$ cat src/rtl/pong_match_ctrl_if.sv
// Match-controller bus: game events from the playfield in, match status out to the overlay.
interface pong_match_ctrl_if;
  logic       frame_start;
  logic       start_btn;
  logic       ball_hit;
  logic       ball_miss;
  logic       game_run;
  logic       ball_serve;
  logic [7:0] score_bcd;
  logic [1:0] lives;
  logic       game_over;
  logic [2:0] state;

  modport master (
    output frame_start, start_btn, ball_hit, ball_miss,
    input  game_run, ball_serve, score_bcd, lives, game_over, state
  );

  modport slave (
    input  frame_start, start_btn, ball_hit, ball_miss,
    output game_run, ball_serve, score_bcd, lives, game_over, state
  );
endinterface

$ cat src/rtl/pong_match_ctrl.sv
// Pong match sequencer: serve countdown, play, miss pause and game over,
// with BCD score and lives bookkeeping driven by frame_start-timed delays.
module pong_match_ctrl #(
  parameter int SERVE_FRAMES = 60,
  parameter int MISS_FRAMES  = 90,
  parameter int LIVES        = 3
) (
  input logic              clk,
  input logic              reset,
  pong_match_ctrl_if.slave bus
);
  // state | meaning
  // IDLE  | waiting for first start press
  // SERVE | ball recentred, counting down SERVE_FRAMES frames
  // PLAY  | ball moving, hits score, misses cost a life
  // MISS  | pause after a miss, counting down MISS_FRAMES frames
  // OVER  | no lives left, waiting for start press
  localparam logic [2:0] S_IDLE  = 3'd0;
  localparam logic [2:0] S_SERVE = 3'd1;
  localparam logic [2:0] S_PLAY  = 3'd2;
  localparam logic [2:0] S_MISS  = 3'd3;
  localparam logic [2:0] S_OVER  = 3'd4;

  localparam logic [7:0] SERVE_LOAD = 8'(SERVE_FRAMES);
  localparam logic [7:0] MISS_LOAD  = 8'(MISS_FRAMES);
  localparam logic [1:0] LIVES_INIT = 2'(LIVES);

  logic [2:0] state_q;
  logic [7:0] cnt_q;
  logic [7:0] score_q;
  logic [1:0] lives_q;
  logic       serve_q;
  logic       start_prev;
  logic       start_rise;
  logic [7:0] score_inc;

  assign start_rise = bus.start_btn & ~start_prev;

  // Saturating two-digit BCD increment.
  always_comb begin
    score_inc = score_q;
    if (score_q != 8'h99) begin
      if (score_q[3:0] == 4'd9) score_inc = {score_q[7:4] + 4'd1, 4'd0};
      else                      score_inc = {score_q[7:4], score_q[3:0] + 4'd1};
    end
  end

  always_ff @(posedge clk or posedge reset) begin
    if (reset) begin
      state_q    <= S_IDLE;
      cnt_q      <= 8'd0;
      score_q    <= 8'h00;
      lives_q    <= LIVES_INIT;
      serve_q    <= 1'b0;
      start_prev <= 1'b1;
    end else begin
      start_prev <= bus.start_btn;
      serve_q    <= 1'b0;
      case (state_q)
        S_IDLE, S_OVER: begin
          if (start_rise) begin
            state_q <= S_SERVE;
            score_q <= 8'h00;
            lives_q <= LIVES_INIT;
            cnt_q   <= SERVE_LOAD;
            serve_q <= 1'b1;
          end
        end
        S_SERVE: begin
          if (bus.frame_start) begin
            cnt_q <= cnt_q - 8'd1;
            if (cnt_q == 8'd1) state_q <= S_PLAY;
          end
        end
        S_PLAY: begin
          if (bus.ball_miss) begin
            lives_q <= lives_q - 2'd1;
            if (lives_q == 2'd1) begin
              state_q <= S_OVER;
            end else begin
              state_q <= S_MISS;
              cnt_q   <= MISS_LOAD;
            end
          end else if (bus.ball_hit) begin
            score_q <= score_inc;
          end
        end
        S_MISS: begin
          if (bus.frame_start) begin
            if (cnt_q == 8'd1) begin
              state_q <= S_SERVE;
              cnt_q   <= SERVE_LOAD;
              serve_q <= 1'b1;
            end else begin
              cnt_q <= cnt_q - 8'd1;
            end
          end
        end
        default: state_q <= S_IDLE;
      endcase
    end
  end

  assign bus.state      = state_q;
  assign bus.game_run   = (state_q == S_PLAY);
  assign bus.game_over  = (state_q == S_OVER);
  assign bus.ball_serve = serve_q;
  assign bus.score_bcd  = score_q;
  assign bus.lives      = lives_q;
endmodule

$ cat src/flat_wrapper.sv
// flat-port wrapper written by rule: the top's interface ports become plain ports
module pong_match_ctrl_flat 
#(
  parameter int SERVE_FRAMES = 60,
  parameter int MISS_FRAMES  = 90,
  parameter int LIVES        = 3
)
  (clk, reset, bus_frame_start, bus_start_btn, bus_ball_hit, bus_ball_miss, bus_game_run, bus_ball_serve, bus_score_bcd, bus_lives, bus_game_over, bus_state);
  pong_match_ctrl_if bus_i ();
  input logic clk;
  input logic reset;
  input wire logic [$bits(bus_i.frame_start)-1:0] bus_frame_start;
  input wire logic [$bits(bus_i.start_btn)-1:0] bus_start_btn;
  input wire logic [$bits(bus_i.ball_hit)-1:0] bus_ball_hit;
  input wire logic [$bits(bus_i.ball_miss)-1:0] bus_ball_miss;
  output wire logic [$bits(bus_i.game_run)-1:0] bus_game_run;
  output wire logic [$bits(bus_i.ball_serve)-1:0] bus_ball_serve;
  output wire logic [$bits(bus_i.score_bcd)-1:0] bus_score_bcd;
  output wire logic [$bits(bus_i.lives)-1:0] bus_lives;
  output wire logic [$bits(bus_i.game_over)-1:0] bus_game_over;
  output wire logic [$bits(bus_i.state)-1:0] bus_state;
  assign bus_i.frame_start = bus_frame_start;
  assign bus_i.start_btn = bus_start_btn;
  assign bus_i.ball_hit = bus_ball_hit;
  assign bus_i.ball_miss = bus_ball_miss;
  assign bus_game_run = bus_i.game_run;
  assign bus_ball_serve = bus_i.ball_serve;
  assign bus_score_bcd = bus_i.score_bcd;
  assign bus_lives = bus_i.lives;
  assign bus_game_over = bus_i.game_over;
  assign bus_state = bus_i.state;
  pong_match_ctrl #(.SERVE_FRAMES(SERVE_FRAMES), .MISS_FRAMES(MISS_FRAMES), .LIVES(LIVES)) u_core (.clk(clk), .reset(reset), .bus(bus_i));
endmodule
$ cat config.mk
export PLATFORM = sky130hd
export DESIGN_NAME = pong_match_ctrl_flat
export DESIGN_NICKNAME = d
export VERILOG_FILES = /design/src/rtl/pong_match_ctrl_if.sv /design/src/rtl/pong_match_ctrl.sv /design/src/flat_wrapper.sv
export SDC_FILE = /design/constraint.sdc
export NUM_CORES = 1
export LEC_CHECK = 0
export CAP_MARGIN = 20
export CORE_ASPECT_RATIO = 1.4
export CORE_MARGIN = 4
export CORE_UTILIZATION = 45
export CTS_BUF_LIST = sky130_fd_sc_hd__clkbuf_8
export DETAILED_ROUTE_END_ITERATION = 7
export GPL_TIMING_DRIVEN = 0
export PLACE_DENSITY = 0.8
export SLEW_MARGIN = 0
export SYNTH_ARGS = -nofsm -noshare
export SYNTH_HDL_FRONTEND = slang
export SYNTH_SLANG_ARGS = --single-unit
$ cat constraint.sdc
create_clock -name clk -period 3.85 [get_ports clk]
set_clock_uncertainty 0.1 [all_clocks]
set_input_delay 0.77 -clock clk [delete_from_list [all_inputs] [get_ports clk]]
set_output_delay 0.77 -clock clk [all_outputs]
set_load 0.05 [all_outputs]
==> impl_metrics.py <==
metrics = {
    "power": {
        "vdd_drop_max_mv": 0.239,
        "p_per_area_mw_per_mm2": 445,
        "p_leak_nw": 0.706,
    },
    "setup_path": {
        "ff2ff_setup_slack_ns": 1.71,
        "cp.arrival_ns": 2.15,
        "r2r-start": "u_core.bus.lives[1]",
        "crit_required_ns": 2.98,
        "cp_cell_sequence": "buf_4 -> nor3b_4 -> clkdlybuf4s50_1",
        "cpPeakStageDelay_ns": 0.89,
        "worst_r2r_path_depth": 6,
        "rr_endpoint": "u_core.cnt_q[6]",
        "crit_slowest_cell": "clkdlybuf4s50_1",
        "crit_path_start_kind": "register",
        "crit_type": "register to primary output",
        "cp-end-kind": "primary output",
        "crit_fanout": 10,
    },
    "global_routing": {
        "grt_pass1_wl_um": 5210,
        "antenna_found_initial": 0,
        "grt_pass1_vias": 1203,
        "grt_start_max_net_pins": 24,
        "grt_overflow": 0,
        "grt_usage": 0.156,
    },
    "layout": {
        "fillers": 272,
        "nets": 188,
        "drive_above_1_share": 0.0977,
        "diodes": 0,
        "final_common_cell": "clkdlybuf4s50_1",
        "final_cell_mix": "clkdlybuf4s50_1, dfrtp_1, o21ai_0, nor2_1, inv_1",
        "areaGrowthSynthToFinish_pct": 21.3,
    },
    "die": {
        "die_area_mm2": 0.00412,
        "core-area_mm2": 0.00294,
        "initial_utilization": 0.483,
        "ioPinCount": 22,
        "die_h_um": 74.4,
        "row_count": 23,
        "die_w_um": 55.4,
    },
    "timing": {
        "slew-limit-headroom": 0.423,
        "setup_tns_ns": 0,
        "setup_violations": 0,
        "tightest_slew_ns": 0.864,
        "fmax_ghz": 0.332,
        "hold_viol": 0,
        "rsz0062_at_grt": "no",
        "holdWs_ns": 0.411,
        "min_period_ns": 3.02,
        "post-route-period-util": 0.783,
        "finalMaxSlewViolations": 0,
    },
    "place": {
        "place_congestion": 0.910,
        "dp_hpwl_um": 2250,
        "port-buffer-count": 21,
    },
    "logic_synthesis": {
        "ys_seq_area_frac": 0.409,
        "syn_area_mm2": 0.00142,
        "syn_avg_cell_area_um2": 9.51,
        "synth-main-ff-cell": "dfrtp_1",
        "ys_types": 49,
        "netlist_instances": 149,
        "yosysWarnings": 0,
        "async_flop_share": 1.00,
        "synth_edf_count": 0,
        "ys_ff_latch": 23,
        "syn-num-nets": 162,
    },
    "detailed_routing": {
        "routed_wl_um": 2960,
        "viasPerCell": 6.04,
        "dr.pass1.iters": 4,
        "antenna_left": 0,
        "wl_per_cell_um": 14.0,
        "vias": 1275,
        "drc": 0,
        "dr.first_iter.drc_count": 43,
    },
    "clocking": {
        "clk_path_buf_depth": 2,
        "cts_resized": 0,
        "clkTransAtPathRegs_ns": 0.08,
        "numCtsBuffers": 3,
        "hold_buffers": 0,
        "postCtsSetupBuffers": 0,
        "cts_max_level": 1,
        "cts_root_buffer": "clkbuf_8",
        "cts_sinks": 23,
        "clock_insertion_delay_worst_skew_ns": 0.26,
        "cts_tree": "yes",
    },
    "hold_path": {
        "min-delay-start": "u_core.bus.lives[1]",
        "min_path_cells": 2,
        "holdPathEnd": "u_core.bus.lives[1]",
        "holdCritPathClass": "register to register",
    },
    "flow_run": {
        "drv_cap": 0,
    },
    "run_status": {
        "status": "completed",
    },
}
[registers in the layout, indices dropped and copies added, names as in the netlist]
name / count
u_core.cnt_q: 8
u_core.bus.state: 3
u_core.bus.lives: 2
u_core.start_prev: 1
u_core.bus.score_bcd: 8
u_core.bus.ball_serve: 1
[cell families (layout without fill, tap and decap cells)]
logic type / count (synthesis) / count (layout) / share of synthesized area
adders and majority gates: 7 / 7 / 0.0618
AOI/OAI and AO/OA: 48 / 48 / 0.237
DFF: 23 / 23 / 0.409
and+or+nand+nor: 57 / 57 / 0.242
muxes: 1 / 1 / 0.00706
buffers and inverters: 13 / 38 / 0.0432
[synth_stat cells, types with 2 or more instances]
cell,count,share of area
dfrtp_1,20,0.35
o21ai_0,10,0.035
nor2_1,9,0.024
a21oi_1,8,0.028
inv_1,8,0.021
nand2_1,8,0.021
ha_1,7,0.062
nor3_1,7,0.025
o31ai_1,7,0.037
nand3_1,6,0.021
a211oi_1,5,0.026
or3_1,4,0.018
dfstp_2,3,0.056
nand2b_1,3,0.013
nand3b_1,3,0.016
a22o_1,2,0.012
a31oi_1,2,0.0088
and2b_2,2,0.012
clkbuf_1,2,0.0053
nor3b_1,2,0.011
o21a_1,2,0.011
or2b_1,2,0.011
[worst max-delay path, delay by kind of cell (launching register included)]
| family | cells | cell delay (ns) |
|---|---|---|
| buffers and inverters | 2 | 1.07 |
| DFF | 1 | 0.39 |
| and+or+nand+nor | 1 | 0.42 |
[area by class of cell]
type                            count  area (µm²)  area share
Sequential cell                    23         579       0.337
Buffer                              5        31.3      0.0182
Inverter                            8        30.0      0.0175
Clock inverter                      1        3.75     0.00218
Multi-Input combinational cell    113         777       0.452
Timing Repair Buffer               21         210       0.122
Clock buffer                        3        41.3      0.0240
Tap cell                           37        46.3      0.0269
[stage by stage]
| stage | worst slack (ns) | total power [W] | utilization | cells | instance area [µm²] |
|---|---|---|---|---|---|
| 2_1_floorplan | 1.43 | 0.000546 | - | 149 | 1420 |
| 3_3_place_gp | 1.09 | 0.000612 | 0.570 | 207 | 1670 |
| 3_5_place_dp | 1.10 | 0.000623 | 0.570 | 207 | 1670 |
| 4_1_cts | 0.799 | 0.000769 | 0.586 | 211 | 1720 |
| 5_1_grt | 0.754 | 0.000817 | 0.586 | 211 | 1720 |
| 6_report | 0.835 | 0.000765 | 0.586 | 211 | 1720 |
[per-layer routing]
layer	track usage	up-vias	wire [µm]
met5	0	-	0
met4	0.0703	0	40
met3	0.0260	4	138
met2	0.295	29	1540
met1	0.171	633	1240
li1	-	609	-
[report_power, final]
part,switching [W],internal (W)
clock,0.0000748,0.0000712
combinational,0.000187,0.000123
sequential,0.0000363,0.000272
total,0.000298,0.000466
[how the worst max path moves through the flow]
stage | from | to | slack, ns | cells after the start
finish | u_core.bus.state[2] | bus_game_run | 0.83 | 3
global placement | u_core.bus.state[2] | bus_game_run | 1.09 | 3
floorplan | u_core.bus.state[0] | u_core.bus.score_bcd[7] | 1.43 | 5
global route | u_core.bus.state[2] | bus_game_run | 0.75 | 3
detailed placement | u_core.bus.state[2] | bus_game_run | 1.10 | 3
CTS | u_core.bus.state[2] | bus_game_run | 0.80 | 3
No activity file was read; power rests on OpenSTA's default activity.
